`src/rtl/matrix_h_fetch_ctrl.sv`:
```
// Streams the 4x4 complex channel matrix H (or H^T) out of the two Matrix_H ROMs.
// Optional conjugation of the imaginary part is enabled by defining MATRIX_H_CONJ_EN.
module matrix_h_fetch_ctrl #(
  parameter  int unsigned DIM    = 4,
  parameter  int unsigned DATA_W = 16,
  localparam int unsigned IDX_W  = $clog2(DIM),
  localparam int unsigned ADDR_W = 2 * IDX_W
) (
  input  logic              clk,
  input  logic              rst,
  input  logic              start,
  input  logic              transpose,
  input  logic              conj,
  output logic [ADDR_W-1:0] rom_addr,
  input  logic [DATA_W-1:0] rom_real,
  input  logic [DATA_W-1:0] rom_im,
  output logic              out_valid,
  input  logic              out_ready,
  output logic [DATA_W-1:0] out_real,
  output logic [DATA_W-1:0] out_im,
  output logic [IDX_W-1:0]  out_row,
  output logic [IDX_W-1:0]  out_col,
  output logic              out_last,
  output logic              busy,
  output logic              done
);

  localparam int unsigned ENTRIES = DIM * DIM;
  localparam int unsigned K_W     = ADDR_W + 1;

  typedef enum logic [1:0] {IDLE, FETCH, DRAIN, DONE} state_t;

  typedef struct packed {
    logic [DATA_W-1:0] re;
    logic [DATA_W-1:0] im;
    logic [IDX_W-1:0]  row;
    logic [IDX_W-1:0]  col;
    logic              last;
  } entry_t;

  state_t            state_q, state_d;
  logic [K_W-1:0]    k_q, k_d;
  logic              tr_q, tr_d;
  logic              conj_q, conj_d;
  logic [ADDR_W-1:0] rom_addr_q, rom_addr_d;
  logic              inflight_q, inflight_d;
  logic              last_inflight_q, last_inflight_d;
  logic [1:0]        cnt_q, cnt_d;
  entry_t            head_q, head_d;
  entry_t            tail_q, tail_d;
  logic              valid_q, valid_d;
  logic              busy_q, busy_d;
  logic              done_q, done_d;

  logic              hs_c;
  logic [1:0]        base_occ_c;
  logic [ADDR_W-1:0] k_low_c;
  logic [ADDR_W-1:0] addr_k_c;
  logic [DATA_W-1:0] cap_im_c;
  entry_t            cap_entry_c;

  // Imaginary part as stored in the buffer: optionally negated with saturation.
`ifdef MATRIX_H_CONJ_EN
  localparam logic [DATA_W-1:0] MIN_NEG = {1'b1, {(DATA_W-1){1'b0}}};

  always_comb begin
    cap_im_c = rom_im;
    if (conj_q) begin
      if (rom_im == MIN_NEG) cap_im_c = ~MIN_NEG;
      else                   cap_im_c = DATA_W'(-rom_im);
    end
  end
`else
  logic unused_conj;
  assign unused_conj = conj_q;
  assign cap_im_c    = rom_im;
`endif

  always_comb begin
    state_d         = state_q;
    k_d             = k_q;
    tr_d            = tr_q;
    conj_d          = conj_q;
    rom_addr_d      = rom_addr_q;
    inflight_d      = 1'b0;
    last_inflight_d = 1'b0;
    head_d          = head_q;
    tail_d          = tail_q;

    hs_c       = valid_q && out_ready;
    base_occ_c = cnt_q - 2'(hs_c);
    k_low_c    = k_q[ADDR_W-1:0];
    addr_k_c   = tr_q ? {k_low_c[IDX_W-1:0], k_low_c[ADDR_W-1:IDX_W]} : k_low_c;

    cap_entry_c.re   = rom_real;
    cap_entry_c.im   = cap_im_c;
    cap_entry_c.row  = rom_addr_q[ADDR_W-1:IDX_W];
    cap_entry_c.col  = rom_addr_q[IDX_W-1:0];
    cap_entry_c.last = last_inflight_q;

    case (state_q)
      IDLE: begin
        if (start) begin
          tr_d    = transpose;
          conj_d  = conj;
          k_d     = '0;
          state_d = FETCH;
        end
      end
      FETCH: begin
        // Occupancy after this cycle's capture and handshake must leave room.
        if ((3'(base_occ_c) + 3'(inflight_q)) < 3'd2) begin
          rom_addr_d      = addr_k_c;
          inflight_d      = 1'b1;
          last_inflight_d = (k_q == K_W'(ENTRIES - 1));
          k_d             = k_q + K_W'(1);
          if (k_q == K_W'(ENTRIES - 1)) state_d = DRAIN;
        end
      end
      DRAIN: begin
        if ((base_occ_c == 2'd0) && !inflight_q) state_d = DONE;
      end
      DONE:    state_d = IDLE;
      default: state_d = IDLE;
    endcase

    // Two-entry FIFO: pop shifts the tail forward, capture fills the first free slot.
    if (hs_c) begin
      head_d = tail_q;
      tail_d = '0;
    end
    if (inflight_q) begin
      if (base_occ_c == 2'd0) head_d = cap_entry_c;
      else                    tail_d = cap_entry_c;
    end
    cnt_d   = base_occ_c + 2'(inflight_q);
    valid_d = (cnt_d != 2'd0);
    busy_d  = (state_d == FETCH) || (state_d == DRAIN);
    done_d  = (state_d == DONE);
  end

  always_ff @(posedge clk) begin
    if (rst) begin
      state_q         <= IDLE;
      k_q             <= '0;
      tr_q            <= 1'b0;
      conj_q          <= 1'b0;
      rom_addr_q      <= '0;
      inflight_q      <= 1'b0;
      last_inflight_q <= 1'b0;
      cnt_q           <= '0;
      head_q          <= '0;
      tail_q          <= '0;
      valid_q         <= 1'b0;
      busy_q          <= 1'b0;
      done_q          <= 1'b0;
    end else begin
      state_q         <= state_d;
      k_q             <= k_d;
      tr_q            <= tr_d;
      conj_q          <= conj_d;
      rom_addr_q      <= rom_addr_d;
      inflight_q      <= inflight_d;
      last_inflight_q <= last_inflight_d;
      cnt_q           <= cnt_d;
      head_q          <= head_d;
      tail_q          <= tail_d;
      valid_q         <= valid_d;
      busy_q          <= busy_d;
      done_q          <= done_d;
    end
  end

  assign rom_addr  = rom_addr_q;
  assign out_valid = valid_q;
  assign out_real  = head_q.re;
  assign out_im    = head_q.im;
  assign out_row   = head_q.row;
  assign out_col   = head_q.col;
  assign out_last  = head_q.last;
  assign busy      = busy_q;
  assign done      = done_q;

endmodule

```
`config.mk`:
```
export PLATFORM = sky130hd
export DESIGN_NAME = matrix_h_fetch_ctrl
export DESIGN_NICKNAME = d
export VERILOG_FILES = /design/src/rtl/matrix_h_fetch_ctrl.sv
export SDC_FILE = /design/constraint.sdc
export NUM_CORES = 1
export LEC_CHECK = 0
export CAP_MARGIN = 20
export CORE_MARGIN = 5
export CORE_UTILIZATION = 40
export DETAILED_ROUTE_END_ITERATION = 10
export PLACE_DENSITY = 0.64
export RECOVER_POWER = 50
export REMOVE_ABC_BUFFERS = 1
export SYNTH_ARGS = -nofsm -noshare
export SYNTH_HDL_FRONTEND = slang
export SYNTH_SLANG_ARGS = --single-unit
```
`constraint.sdc`:
```
create_clock -name clk -period 2.94 [get_ports clk]
set_clock_uncertainty 0.15 [all_clocks]
set_input_delay 0.882 -clock clk [delete_from_list [all_inputs] [get_ports clk]]
set_output_delay 0.882 -clock clk [all_outputs]
set_load 0.02 [all_outputs]
```
After elaboration in Yosys (flattened, before gate mapping)
Cells that the tools add are included.
- mux-type cells: 16
- $lt $le $gt $ge: 1
- $add $sub $neg: 4
- reduce and logical (&&, ||, !) cells: 13
- bitwise gates (word level): 2
- equal/unequal tests: 9
- operator list (cell ; number):
    $mux 37 ; 6
    $mux 5 ; 2
    $pmux 5 s2 ; 1
    $eq 2x2->1 const B ; 4
    $mux 2 ; 4
    $pmux 2 s4 ; 1
    $add 5x1->5 const B ; 1
    $eq 5x4->1 const B ; 1
    $eq 2x1->1 const B ; 2
    $logic_not 2->1 ; 2
    $mux 4 ; 1
    $ne 2x2->1 const B ; 2
    $reduce_and 2->1 ; 2
    $reduce_bool 2->1 ; 2
    $add 2x1->3 ; 1
    $lt 3x2->1 const B ; 1
    $reduce_and 3->1 ; 1
    $reduce_or 3->1 ; 1
    $add 2x1->2 ; 1
    $logic_and 1x1->1 ; 2
    $not 1->1 ; 2
    $reduce_or 2->1 ; 1
    $sub 2x1->2 ; 1
    $logic_not 1->1 ; 1
    other kinds (2) ; 2
- output and inout bits: 44
- bits in registers: 93
- input port bits: 38

Logic depth before layout (Yosys ltp)
- depth after elaboration: 8
- depth in mapped cells: 11
- mapped depth without buffers: 9

Worst setup path after synthesis
OpenSTA, ideal clock, no wires.
- path kind: input-to-reg
- start point: input out_ready
- end point: register busy_q (netlist: busy)
- arrival time: 2.809 ns
- setup slack: -0.137 ns
- stages: 11
- setup time: 0.117 ns
- path through: a21boi_1 buf_2 buf_2 or2_2 ha_1 inv_1 ha_1 a31oi_1 or2_2 ha_1 nor2b_1
- longest elaborated chain between the ends: 8
- RTL lines (item ; line ; text):
    start: declaration ; 18 ; input logic out_ready,
    $logic_and 1x1->1 * ; 90 ; hs_c = valid_q && out_ready;
    $sub 2x1->2 * ; 91 ; base_occ_c = cnt_q - 2'(hs_c);
    $add 2x1->3 or $logic_not 2->1 (tied branches) ; 112, 121 ;
    $lt 3x2->1 or $logic_and 1x1->1 (tied branches) ; 112, 121 ;
    $mux 2 (on tied branches) ; 112, 121 ;
    $pmux 2 s4 * ; 101 ; case (state_q)
    net state_d[0] ; 41 ; state_t state_q, state_d;
    $eq 2x1->1 or $eq 2x2->1 (tied branches) ; 138 ; busy_d = (state_d == FETCH) || (state_d == DRAIN);
    $logic_or 1x1->1 * ; 138 ;
    net busy_d ; 52 ; logic busy_q, busy_d;
    end signal: assignment ; 169 ; busy_q <= busy_d;
    end: declaration ; 52 ;
Mark *: on every way through the listed nets, which the timed path passes. The rest lies on a longest branch.
A chain may end at the register's enable or synchronous reset.

Final worst setup path
- start point: register valid_q (netlist: out_valid)
- end point: output out_valid
- RTL lines (item ; line ; text):
    start: declaration ; 51 ; logic valid_q, valid_d;
    start signal: assignment ; 168 ; valid_q <= valid_d;
    end: declaration ; 17 ; output logic out_valid,
No word-level cell between the ends.

==> results.py <==
metrics = {
    "logic_synthesis": {
        "synth_compound_area_share_pct": 25.2,
        "synth_seq_cells": 93,
        "synth-simple-area-share_pct": 17.8,
        "syn_area_per_cell_sq_um": 9.05,
        "synthMuxAreaShare_pct": 9.94,
        "synth_fa_ha_area_share_pct": 1.33,
        "synth_edf_count": 0,
        "ys_warn_count": 0,
        "ys_types": 38,
        "async_reset_ff_share_pct": 0,
        "yosysSeqAreaShare_pct": 39.7,
        "yosys-top-cells-area": "dfxtp_1 40%, a21oi_1 8.5%, nand3_1 8.0%, a21bo_2 7.9%, mux2_1 7.2%",
        "yosysTopAreaCell": "dfxtp_1",
        "netlist_top_cells_count": "93 x dfxtp_1, 80 x a21oi_1, 75 x nand3_1, 43 x nor2b_1",
        "post-synth-top-count-cell": "dfxtp_1",
        "synth_top_family_by_area": "compound AO/OA/AOI/OAI gates",
        "synth_ff_type": "dfxtp_1",
        "synth_xor_xnor_area_share_pct": 0.187,
        "syn_inst": 519,
        "syn_area_sq_mm": 0.00469,
        "synth_top_area_share_pct": 39.7,
    },
    "worst_setup_path": {
        "cp_max_fo": 33,
        "worstPathArrival_ps": 1770,
        "critPathLaunchType": "flop",
        "required_ps": 1910,
        "endpoint_kind": "output port",
        "setup.worst_path.start": "out_valid$_SDFF_PP0_",
        "rr_startpoint": "cnt_q[0]$_SDFF_PP0_",
        "crit_type": "reg -> out",
    },
    "timing": {
        "rsz0062_at_grt": "no",
        "slew_viol_final": 0,
        "layout_worst_path_cycle_share_pct": 95.4,
        "timing.fmax_ghz": 0.356,
        "tightest_slew_ps": 1160,
        "slew_headroom_pct": 22.8,
        "hold_viol_final": 0,
        "setup_viol": 0,
        "fin_crit_ps": 2810,
        "worst_slack_ps": 134,
        "timing.setup.tns_ps": 0,
    },
    "clock_tree": {
        "cts.repair.resized": 0,
        "cts_tree": "yes",
        "cts_sinks": 93,
        "cts_setup_buffers": 0,
        "cts_inserted_buffers": 9,
        "cts_root_buffer": "clkbuf_16",
        "clockBufferDepth": 2,
        "cts.htree.levels": 3,
        "insertion_delay_ps": 340,
        "holdBufCountCts": 0,
        "clk_pin_slew_ps": 70,
    },
    "power_and_ir_drop": {
        "p_switching_w": 0.00122,
        "p_comb_share_pct": 27.7,
        "switching_share_pct": 31.6,
        "power_density_mw_per_mm2": 647,
        "power_leakage_nw": 2.14,
        "ir_drop_v": 0.000312,
        "p_seq_share_pct": 37.9,
        "power_w": 0.00385,
        "p_int_w": 0.00263,
        "clock_power_share_pct": 34.3,
    },
    "worst_hold_path": {
        "worst_hold_path_type": "reg -> reg",
        "worstHoldStart": "tail_q[5]$_SDFF_PP0_",
    },
    "drt": {
        "drt_iter0_markers": 226,
        "num_vias": 4111,
        "via_per_inst": 5.70,
        "firstDrtPassIters": 4,
        "drc": 0,
        "routed_wl_microns": 12000,
        "routedWlPerCell_microns": 16.6,
        "ant_nets": 0,
    },
    "layout": {
        "seq_area_sq_mm": 0.00186,
        "nNetsFinal": 617,
        "fin_util_pct": 51.9,
        "syn2layout_area_growth_pct": 26.7,
        "num_antenna_cells": 0,
        "fillers": 1105,
        "multi_input_area_sq_mm": 0.00259,
        "drive_above_1_share_pct": 16.1,
    },
    "place": {
        "pre_cts_ws_ps": -82.6,
        "dpl.hpwl_microns": 7490,
        "globalplace.congestion": 0.723,
        "portBuffers": 80,
    },
    "die": {
        "dieArea_sq_mm": 0.0140,
        "fp.coreArea_sq_mm": 0.0115,
        "start_util_pct": 40.9,
        "die_y_microns": 118,
        "io_pins": 82,
        "placementRows": 39,
        "chipWidth_microns": 118,
    },
    "run": {
        "maxCapViolCount": 0,
    },
    "global_route": {
        "grt_first_pass_wirelength_microns": 20400,
        "grt_pass1_vias": 4137,
        "antenna_found_initial": 1,
        "track_usage_pct": 17.1,
        "grt_max_degree": 58,
        "grt_overflow": 0,
    },
    "run_status": {
        "status": "finished, final reports clean",
    },
}
## flip-flops by register name, indices dropped and copies added, names as in the netlist, 2 cells and up
| register | flops |
|---|---|
| tail_q | 37 |
| out_row | 2 |
| cnt_q | 2 |
| state_q | 2 |
| k_q | 5 |
| out_col | 2 |
| rom_addr | 4 |
| out_im | 16 |
| out_real | 16 |
## final cells by class
| cell class | count | share of cell area [%] |
|---|---|---|
| Timing Repair Buffer | 103 | 16.3 |
| Clock buffer | 9 | 3.79 |
| Sequential cell | 93 | 31.3 |
| Clock inverter | 6 | 1.89 |
| Tap cell | 143 | 3.01 |
| Multi-Input combinational cell | 364 | 43.5 |
| Inverter | 3 | 0.189 |
## cell families (layout without fill, tap and decap cells)
kind of cell,count (synthesis),after routing
compound gates,167,167
simple gates,149,149
flops,93,93
buf+inv,62,121
mux,42,42
fa+ha+maj,5,5
xor+xnor,1,1
## power by group through the flow
stage | clock network (W) | registers [W] | logic, W
floorplan | 0 | 0.00164 | 0.000394
global placement | 0 | 0.00149 | 0.00106
detailed placement | 0 | 0.00149 | 0.00109
CTS | 0.00134 | 0.00146 | 0.00109
global route | 0.00140 | 0.00148 | 0.00116
finish | 0.00132 | 0.00146 | 0.00107
## through the flow
step,area [sq um],hold slack [ps],instances
3_3_place_gp,5620,300,706
3_5_place_dp,5620,307,706
4_1_cts,5960,316,721
2_1_floorplan,4430,288,460
5_1_grt,5950,333,721
6_report,5950,313,721
## per-layer routing
metal / GRT usage, % / vias up / part of all wire, %
li1: - / 2018 / -
met1: 21.3 / 1985 / 46
met2: 28.9 / 91 / 48
met3: 4.49 / 15 / 5.1
met4: 5.16 / 2 / 1.1
met5: 0 / - / 0.11
## path summary, 6_finish.rpt
path                                        endpoint  slack (ps)  depth (start not counted)
worst max-delay path                       out_valid         130                          2
worst min-delay path            tail_q[5]$_SDFF_PP0_         310                          2
worst max register to register       busy$_SDFF_PP0_         520                          8
worst min register to register  tail_q[5]$_SDFF_PP0_         310                          2
## critical path, stage by stage (launching register included)
cell and delay, ps:
dfxtp_2 380, buf_4 350, clkdlybuf4s50_1 680
## cells in the final DEF (no fill, tap or decap), types with 5 or more instances in the layout
cell type	count
dfxtp_1	92
a21oi_1	80
nand3_1	75
clkdlybuf4s50_1	55
nor2b_1	43
o311ai_0	37
a21bo_2	37
mux2_1	30
dlygate4sd3_1	23
buf_4	21
clkbuf_16	9
mux2_2	7
nor2_1	6
nand2_1	5
mux2i_1	5
ha_1	5
(Power assumes the default switching activity.)
